===== src/rtl/nnet_framer_pkg.sv =====
// Shared constants for the NN vector framer: CHDR header field offsets,
// packet type encoding, sequence number width and the payload length helper.
package nnet_framer_pkg;

    localparam int SEQNUM_W = 12;

    localparam logic [1:0] PKT_TYPE_DATA = 2'b00;

    localparam int HDR_TYPE_LSB     = 126;
    localparam int HDR_HAS_TIME_BIT = 125;
    localparam int HDR_EOB_BIT      = 124;
    localparam int HDR_SEQ_LSB      = 112;
    localparam int HDR_LEN_LSB      = 96;
    localparam int HDR_SRC_LSB      = 80;
    localparam int HDR_DST_LSB      = 64;
    localparam int HDR_TS_LSB       = 0;

    // Nominal payload length in bytes for a packet of 'samples' beats of
    // 2*width bits each, truncated to the 16-bit header length field.
    function automatic logic [15:0] pkt_len_bytes(input logic [15:0] samples, input int width);
        logic [31:0] bytes;
        bytes = 32'(samples) * 32'((2 * width) / 8);
        return bytes[15:0];
    endfunction

endpackage


===== src/rtl/nnet_framer_out_reg.sv =====
// Single-stage data+last+user register slice with valid/ready handshake;
// upstream ready is combinational so back-to-back beats flow without bubbles.
module nnet_framer_out_reg #(
    parameter int DATA_W = 32,
    parameter int USER_W = 128
) (
    input  logic              clk,
    input  logic              reset,
    input  logic              clear,
    input  logic [DATA_W-1:0] in_data_i,
    input  logic              in_last_i,
    input  logic [USER_W-1:0] in_user_i,
    input  logic              in_valid_i,
    output logic              in_ready_o,
    output logic [DATA_W-1:0] out_data_o,
    output logic              out_last_o,
    output logic [USER_W-1:0] out_user_o,
    output logic              out_valid_o,
    input  logic              out_ready_i
);

    logic [DATA_W-1:0] data_q;
    logic              last_q;
    logic [USER_W-1:0] user_q;
    logic              valid_q;
    logic              load;

    assign in_ready_o = ~valid_q | out_ready_i;
    assign load       = in_valid_i & in_ready_o;

    // NOTE: sequential state uses non-blocking assignments so every register
    // samples pre-edge values and the slice behaves the same in any tool.
    always_ff @(posedge clk) begin
        if (reset || clear) begin
            data_q  <= '0;
            last_q  <= 1'b0;
            user_q  <= '0;
            valid_q <= 1'b0;
        end else if (load) begin
            data_q  <= in_data_i;
            last_q  <= in_last_i;
            user_q  <= in_user_i;
            valid_q <= 1'b1;
        end else if (out_ready_i) begin
            valid_q <= 1'b0;
        end
    end

    assign out_data_o  = data_q;
    assign out_last_o  = last_q;
    assign out_user_o  = user_q;
    assign out_valid_o = valid_q;

endmodule


===== src/rtl/nnet_vector_framer.sv =====
// Cuts a headerless sample stream into pkt_size-beat packets with a CHDR header
// on o_tuser. Define NNET_FRAMER_TIMESTAMP_EN to carry a beat-count timestamp.
module nnet_vector_framer
    import nnet_framer_pkg::*;
#(
    parameter int WIDTH        = 16,
    parameter int HEADER_WIDTH = 128
) (
    input  logic                    clk,
    input  logic                    reset,
    input  logic                    clear,
    input  logic [15:0]             src_sid,
    input  logic [15:0]             next_dst_sid,
    input  logic [15:0]             pkt_size,
    input  logic [2*WIDTH-1:0]      s_axis_data_tdata,
    input  logic                    s_axis_data_tlast,
    input  logic                    s_axis_data_tvalid,
    output logic                    s_axis_data_tready,
    output logic [2*WIDTH-1:0]      o_tdata,
    output logic                    o_tlast,
    output logic                    o_tvalid,
    input  logic                    o_tready,
    output logic [HEADER_WIDTH-1:0] o_tuser,
    output logic [SEQNUM_W-1:0]     seqnum
);

    localparam int DATA_W = 2 * WIDTH;

    logic                    accept;
    logic                    sof;
    logic                    is_last;
    logic [15:0]             eff_size;
    logic [15:0]             cur_size;
    logic [15:0]             cnt_q, cnt_d;
    logic [15:0]             size_q, size_d;
    logic [SEQNUM_W-1:0]     seqnum_q, seqnum_d;
    logic [HEADER_WIDTH-1:0] hdr_q, hdr_d;
    logic [HEADER_WIDTH-1:0] hdr_new;
    logic [HEADER_WIDTH-1:0] hdr_cur;
    logic                    has_time;
    logic [63:0]             ts_cur;

    assign accept   = s_axis_data_tvalid & s_axis_data_tready;
    assign sof      = (cnt_q == 16'd0);
    assign eff_size = (pkt_size == 16'd0) ? 16'd1 : pkt_size;
    assign cur_size = sof ? eff_size : size_q;
    assign is_last  = (cnt_q == cur_size - 16'd1) | s_axis_data_tlast;

`ifdef NNET_FRAMER_TIMESTAMP_EN
    logic [63:0] ts_q, ts_d;

    // Advances by the beats actually sent, so short packets count correctly.
    always_comb begin
        ts_d = ts_q;
        if (accept && is_last) begin
            ts_d = ts_q + 64'(cnt_q) + 64'd1;
        end
    end

    always_ff @(posedge clk) begin
        if (reset || clear) begin
            ts_q <= '0;
        end else begin
            ts_q <= ts_d;
        end
    end

    assign has_time = 1'b1;
    assign ts_cur   = ts_q;
`else
    assign has_time = 1'b0;
    assign ts_cur   = '0;
`endif

    always_comb begin
        hdr_new = '0;
        hdr_new[HDR_TYPE_LSB +: 2]         = PKT_TYPE_DATA;
        hdr_new[HDR_HAS_TIME_BIT]          = has_time;
        hdr_new[HDR_EOB_BIT]               = 1'b0;
        hdr_new[HDR_SEQ_LSB +: SEQNUM_W]   = seqnum_q;
        hdr_new[HDR_LEN_LSB +: 16]         = pkt_len_bytes(eff_size, WIDTH);
        hdr_new[HDR_SRC_LSB +: 16]         = src_sid;
        hdr_new[HDR_DST_LSB +: 16]         = next_dst_sid;
        hdr_new[HDR_TS_LSB +: 64]          = ts_cur;
    end

    // The first beat uses the freshly built header; later beats reuse the latch.
    assign hdr_cur = sof ? hdr_new : hdr_q;

    // NOTE: every signal gets a default before the branches, so no path can
    // leave a value unassigned and infer a latch.
    always_comb begin
        cnt_d    = cnt_q;
        size_d   = size_q;
        seqnum_d = seqnum_q;
        hdr_d    = hdr_q;
        if (accept) begin
            if (sof) begin
                size_d = eff_size;
                hdr_d  = hdr_new;
            end
            if (is_last) begin
                cnt_d    = 16'd0;
                seqnum_d = seqnum_q + 12'd1;
            end else begin
                cnt_d = cnt_q + 16'd1;
            end
        end
    end

    always_ff @(posedge clk) begin
        if (reset || clear) begin
            cnt_q    <= '0;
            size_q   <= '0;
            seqnum_q <= '0;
            hdr_q    <= '0;
        end else begin
            cnt_q    <= cnt_d;
            size_q   <= size_d;
            seqnum_q <= seqnum_d;
            hdr_q    <= hdr_d;
        end
    end

    assign seqnum = seqnum_q;

    nnet_framer_out_reg #(
        .DATA_W (DATA_W),
        .USER_W (HEADER_WIDTH)
    ) u_out_reg (
        .clk         (clk),
        .reset       (reset),
        .clear       (clear),
        .in_data_i   (s_axis_data_tdata),
        .in_last_i   (is_last),
        .in_user_i   (hdr_cur),
        .in_valid_i  (s_axis_data_tvalid),
        .in_ready_o  (s_axis_data_tready),
        .out_data_o  (o_tdata),
        .out_last_o  (o_tlast),
        .out_user_o  (o_tuser),
        .out_valid_o (o_tvalid),
        .out_ready_i (o_tready)
    );

endmodule


===== config.mk =====
export PLATFORM = sky130hd
export DESIGN_NAME = nnet_vector_framer
export DESIGN_NICKNAME = d
export VERILOG_FILES = /design/src/rtl/nnet_framer_pkg.sv /design/src/rtl/nnet_framer_out_reg.sv /design/src/rtl/nnet_vector_framer.sv
export SDC_FILE = /design/constraint.sdc
export NUM_CORES = 1
export LEC_CHECK = 0
export ABC_CLOCK_PERIOD_IN_PS = 7750
export CAP_MARGIN = 20
export CORE_UTILIZATION = 42
export CTS_BUF_LIST = sky130_fd_sc_hd__clkbuf_8
export CTS_CLUSTER_DIAMETER = 150
export DETAILED_ROUTE_END_ITERATION = 7
export GPL_ROUTABILITY_DRIVEN = 1
export HOLD_SLACK_MARGIN = 0.08
export PLACE_DENSITY = 0.72
export SYNTH_ARGS = -nofsm -noshare
export SYNTH_HDL_FRONTEND = slang
export SYNTH_HIERARCHICAL = 1
export SYNTH_SLANG_ARGS = --single-unit

===== constraint.sdc =====
create_clock -name clk -period 7.75 [get_ports clk]
set_clock_uncertainty 0.15 [all_clocks]
set_input_delay 2.325 -clock clk [delete_from_list [all_inputs] [get_ports clk]]
set_output_delay 2.325 -clock clk [all_outputs]
set_load 0.005 [all_outputs]

# [After elaboration in Yosys (flattened, before gate mapping)]
# Cells that the tools add are included.
[totals] register_bits=136 input_bits=86 out_inout_bits=175 word_cells=26
[classes] add_sub_neg=3 eq_ne=1 n_mux=5 bitwise_logic=4 reduce_logical=6
[op_table] op="2-to-1 mux 16 bit" n=3
[op_table] op="zero test 16 bit" n=2
[op_table] op="adder 16 x 1 -> 16 bit (second input constant)" n=1
[op_table] op="equality test 16 bit" n=1
[op_table] op="subtractor 16 x 1 -> 16 bit (second input constant)" n=1
[op_table] op="adder 12 x 1 -> 12 bit (second input constant)" n=1
[op_table] op="AND reduction 2 bit" n=2
[op_table] op="2-to-1 mux 1 bit" n=2
[op_table] op="bitwise OR 1 bit" n=2
[op_table] op="nonzero test 2 bit" n=1
[op_table] op="bitwise AND 1 bit" n=1
[op_table] op="logical OR 1 bit" n=1
[op_table] op="inverter 1 bit" n=1

# [Logic depth before layout (Yosys ltp)]
[logic_depth] ltp_word=7 depth_mapped=20 mapped_depth_nobuf=17

# [Cells and area by module]
# The synthesis kept the hierarchy.
[by_module_without_submodules] module="nnet_vector_framer" instances=1 cells_per_inst=1049 area_each_um2=8029.0 seq_area_each_um2=3443.3
[by_module_without_submodules] module="nnet_framer_out_reg" instances=1 cells_per_inst=739 area_each_um2=6631.4 seq_area_each_um2=3243.1

# [Worst setup path after synthesis]
# Ideal clock, no wire load.
[synth_path] path_type="input to register" from="input pkt_size[8]" to="register seqnum_q[2], in the netlist seqnum[2]" setup_time_ns=0.070 t_arrival_ns=5.937 required_ns=7.530 setup_slack_ns=1.593 stages=16 n_path_buf=2 path_cell_list="buf_2 or4_4 nor4_2 a21oi_1 a21o_1 ha_1 nor3b_1 or4b_4 or4_1 o311a_1 o221ai_2 nor4b_2 a41oi_2 buf_6 or4_1 a21oi_1"
[synth_via] elab_chain_cells=7
[synth_lines] item="start: declaration" line_no="nnet_vector_framer.sv:14" text="input logic [15:0] pkt_size,"
[synth_lines] item="zero test 16 bit" line_no="nnet_vector_framer.sv:45" text="assign eff_size = (pkt_size == 16'd0) ? 16'd1 : pkt_size;"
[synth_lines] item="2-to-1 mux 16 bit *" line_no="nnet_vector_framer.sv:45"
[synth_lines] item="2-to-1 mux 16 bit *"
[synth_lines] item="subtractor 16 x 1 -> 16 bit *" line_no="nnet_vector_framer.sv:47" text="assign is_last = (cnt_q == cur_size - 16'd1) | s_axis_data_tlast;"
[synth_lines] item="equality test 16 bit *" line_no="nnet_vector_framer.sv:47"
[synth_lines] item="bitwise OR 1 bit *" line_no="nnet_vector_framer.sv:47"
[synth_lines] item="AND reduction 2 bit (no source line) *"
[synth_lines] item="end signal: assignment" line_no="nnet_vector_framer.sv:120" text="seqnum_q <= seqnum_d;"
[synth_lines] item="end: declaration" line_no="nnet_vector_framer.sv:36" text="logic [SEQNUM_W-1:0] seqnum_q, seqnum_d;"
# Mark *: on every way between the ends. The rest lies on a longest branch, timed or not.
# A chain may end at the register's enable or synchronous reset.

# [Worst setup path in the final report]
[layout_path] from="input pkt_size[9]" to="register seqnum_q[8], in the netlist seqnum[8]"
# The elaborated chain is that of the path after synthesis.

==> flow_summary.ini <==
[logic_synthesis]
synth_adder_area_share_pct = 0.3414
synth_edf_count = 0
warnings_from_yosys = 6
synth.lib_cells_used.distinct = 63
yosys-top-cells-area = sky130_fd_sc_hd__dfxtp_1 (46%), sky130_fd_sc_hd__nand2_1 (12%), sky130_fd_sc_hd__nand4_1 (7.2%), sky130_fd_sc_hd__o21ai_2 (5.4%), sky130_fd_sc_hd__and3_1 (3.3%)
synth_async_sr_flop_share_pct = 0
biggest_area_consumer_among_synthesized_cells = sky130_fd_sc_hd__dfxtp_1
synth_mux_area_share_pct = 0.3499
postSynthRegisterBits = 334
synth_simple_gate_area_share_pct = 31.02
seq_area_frac_synth_pct = 45.61
number_of_cells_produced_by_synthesis = 1788
compound_gate_portion_of_the_synthesized_area_pct = 13.85
post_synth_xor_area_fraction_pct = 2.270
synth_top_family_by_area = simple AND/OR/NAND/NOR gates
synth_largest_type_area_fraction_pct = 45.61
netlist_area_sq_um = 14660
synth_flop_cell = sky130_fd_sc_hd__dfxtp_1
syn-num-nets = 1878
synth.avg_cell_area_sq_um = 8.199

[power_and_ir_drop]
power_switching_share_pct = 26.48
p_leak_nw = 6.821
combPwrFrac_pct = 9.6
ir_drop_mv = 0.2164
power.share.sequential_pct = 48.6
power-per-cell-area_nw_per_um2 = 199.0
power_switching_mw = 0.9595
power_report.internal_total_mw = 2.663
finalPower_mw = 3.623
pwr-share-clk_pct = 41.8

[finish]
layout_commonest_cell = sky130_fd_sc_hd__nand2_1
most-common-layout-cells = sky130_fd_sc_hd__nand2_1 (479), sky130_fd_sc_hd__dfxtp_1 (334), sky130_fd_sc_hd__clkdlybuf4s50_1 (259)
nets = 2049
post-route-cell-area_sq_um = 18200
finalCoreUtilization_pct = 52.82
final_layout_size_suffix_gt1_share_pct = 10.89
diodes_inserted = 0
syn2layout_area_growth_pct = 24.15

[floorplan]
die_h_um = 188.8
core_area_sq_um = 34460
rows = 68
width_of_the_die_um = 188.8
initial_cell_density_of_the_core_pct = 42.55
die-area_sq_um = 35660
pin_count = 261

[timing]
total_negative_setup_slack_ps = 0
fmax_mhz = 151.3
period_share_pct = 85.30
grt_setup_unrepaired = false
worst_slew_pin_slew_ps = 1139
period_minus_slack_ps = 6611
hold_viol_final = 0
setup_violations = 0
report.final.slew_viol_count = 0
slew-limit-headroom_pct = 24.06
finalHoldWorstSlack_ps = 296.1

[setup_path]
path_depth = 16
path_class = in -> reg
worstPathCellList = clkdlybuf4s50_1 -> or4_4 -> nor4_2 -> a21oi_1 -> a21o_1 -> ha_1 -> nor3b_1 -> or4b_4 -> or4_1 -> o311a_1 -> o221ai_2 -> nor4b_2 -> a41oi_2 -> buf_4 -> or4_1 -> a21oi_1
crit_path_max_fanout = 23
worst_ep_required_time_ps = 8170
worst_r2r_path_depth = 16
category_of_the_worst_setup_path_launch_point = primary input
critical_path_buf_inv_count = 2
crit_family = simple AND/OR/NAND/NOR gates
critical_path_data_arrival_time_ps = 7030
cp_slowest_stage_delay_ps = 650
slowest_stage = sky130_fd_sc_hd__or4_4
critical_path_capture_point_type = register

[clock_network]
cts_made_buffers = 57
cts-resized-gates = 0
buffer_count_from_post_cts_setup_fixing = 0
clockRootBuffer = sky130_fd_sc_hd__clkbuf_8
tritoncts_clock_tree = built
clock_sinks = 334
clkSlewWorstSetupHoldPaths_ps = 60
worst_skew_pair.late_latency_ps = 650
cts_max_path_buffers = 3
number_of_buffers_inserted_by_hold_repair_at_cts = 0
clock_tree.htree_level_count = 2

[grt]
wire_length_of_the_first_global_routing_pass_um = 70150
grt_max_degree = 147
first_global_vias = 12820
grt_overflow = 0
grt_antenna_before_repair = 0
globalRouteTotalUtil_pct = 24.20

[outcome]
outcome = complete, no violations

[hold_path]
min_path_cells = 2
min_path_type = reg -> reg

[job]
max-cap-violations = 0

[detailed_routing]
firstDrtPassIters = 5
postRouteAntennaNets = 0
avgViaCountPerCell = 5.465
post_drt_wl_per_cell_um = 17.74
residual_drc = 0
detailedRoute.firstIterationViolations = 899
via_count = 13380
finalWirelength_um = 43420

[placed_design]
detailedPlacementHpwl_um = 26130
postPlaceCellArea_sq_um = 17110
routabilityCongestion = 0.9227
portBuffers = 260
cell usage after synthesis (4+ instances only):
master	number
sky130_fd_sc_hd__nand4_1	169
sky130_fd_sc_hd__o21ai_2	91
sky130_fd_sc_hd__o21ai_1	20
sky130_fd_sc_hd__a211oi_1	5
sky130_fd_sc_hd__o311ai_0	4
sky130_fd_sc_hd__buf_2	55
sky130_fd_sc_hd__dfxtp_1	334
sky130_fd_sc_hd__buf_4	4
sky130_fd_sc_hd__nor3_1	9
sky130_fd_sc_hd__o211ai_1	5
sky130_fd_sc_hd__or4_1	14
sky130_fd_sc_hd__nor2_2	11
sky130_fd_sc_hd__nor2_1	23
sky130_fd_sc_hd__o21ai_0	61
sky130_fd_sc_hd__clkbuf_2	7
sky130_fd_sc_hd__nand2b_1	4
sky130_fd_sc_hd__xnor2_1	17
sky130_fd_sc_hd__a21oi_1	92
sky130_fd_sc_hd__nand3_1	22
sky130_fd_sc_hd__xor2_1	21
sky130_fd_sc_hd__o31ai_1	9
sky130_fd_sc_hd__buf_6	5
sky130_fd_sc_hd__inv_1	12
sky130_fd_sc_hd__and3_1	78
sky130_fd_sc_hd__mux2i_1	4
sky130_fd_sc_hd__or3_1	10
sky130_fd_sc_hd__buf_1	6
sky130_fd_sc_hd__ha_1	4
sky130_fd_sc_hd__buf_12	10
sky130_fd_sc_hd__and2_1	72
sky130_fd_sc_hd__clkbuf_1	79
sky130_fd_sc_hd__nor4_1	8
sky130_fd_sc_hd__nand2_1	481
metrics by stage:
stage,setup slack [ps],instances
2_1_floorplan,1593,1788
4_1_cts,1218,2447
3_3_place_gp,541.4,2354
6_report,1139,2448
3_5_place_dp,530.1,2354
5_1_grt,957.0,2448
flip-flops by register name, indices dropped and copies added, names as in the netlist:
name,flops
u_out_reg/out_data_o,32
u_out_reg/out_valid_o,1
size_q,16
seqnum,12
hdr_q,128
cnt_q,16
u_out_reg/out_user_o,128
u_out_reg/out_last_o,1
cell type report:
cell class	count	area, sq um
Tap cell	455	569.3
Clock buffer	69	949.7
Sequential cell	334	6686
Timing Repair Buffer	278	2793
Fill cell	3248	16260
Inverter	12	45.04
Multi-Input combinational cell	1276	7048
Clock inverter	24	110.1
routing by layer:
metal  vias up  part of all wire, %  track usage [%]  wire length, um
met2       426                   46            37.34            19770
met4         0                  2.4            8.685             1059
met5         -                    0                0                0
met3        65                  7.3            5.997             3155
li1       6517                    -                -                -
met1      6370                   45            32.66            19440
cells by family (layout without fill, tap and decap cells):
| logic type | after synthesis | after routing |
|---|---|---|
| flops | 334 | 334 |
| mux | 5 | 5 |
| xor+xnor | 38 | 38 |
| compound gates | 308 | 308 |
| buf+inv | 178 | 383 |
| fa+ha+maj | 4 | 4 |
| simple gates | 921 | 921 |
power by group through the flow:
stage | Clock (mW) | Sequential (mW) | Combinational, mW
2_1_floorplan | 0 | 1.79 | 0.217
3_3_place_gp | 0 | 1.80 | 0.345
3_5_place_dp | 0 | 1.80 | 0.345
4_1_cts | 1.56 | 1.76 | 0.347
5_1_grt | 1.64 | 1.76 | 0.379
6_report | 1.51 | 1.76 | 0.348
final timing paths:
| kind | startpoint | to | slack (ps) |
|---|---|---|---|
| min reg2reg | u_out_reg/out_user_o[55] | u_out_reg/out_user_o[55] | 300 |
| max | pkt_size[9] | seqnum[8] | 1140 |
| max reg2reg | cnt_q[0] | seqnum[8] | 2370 |
| min | u_out_reg/out_user_o[55] | u_out_reg/out_user_o[55] | 300 |
worst register-to-register path: stages, from the launching register on:
cell and delay (ps):
sky130_fd_sc_hd__dfxtp_1 410, sky130_fd_sc_hd__inv_1 120, sky130_fd_sc_hd__ha_1 170, sky130_fd_sc_hd__nor4b_2 290, sky130_fd_sc_hd__nand2_1 410, sky130_fd_sc_hd__nor2_4 430, sky130_fd_sc_hd__mux2i_1 290, sky130_fd_sc_hd__ha_1 320
sky130_fd_sc_hd__nor3b_1 300, sky130_fd_sc_hd__or4b_4 510, sky130_fd_sc_hd__a221oi_2 260, sky130_fd_sc_hd__o221ai_2 130, sky130_fd_sc_hd__nor4b_2 330, sky130_fd_sc_hd__a41oi_2 220, sky130_fd_sc_hd__buf_4 270, sky130_fd_sc_hd__or4_1 530
sky130_fd_sc_hd__a21oi_1 150
Power figures use the tool's default switching activity.
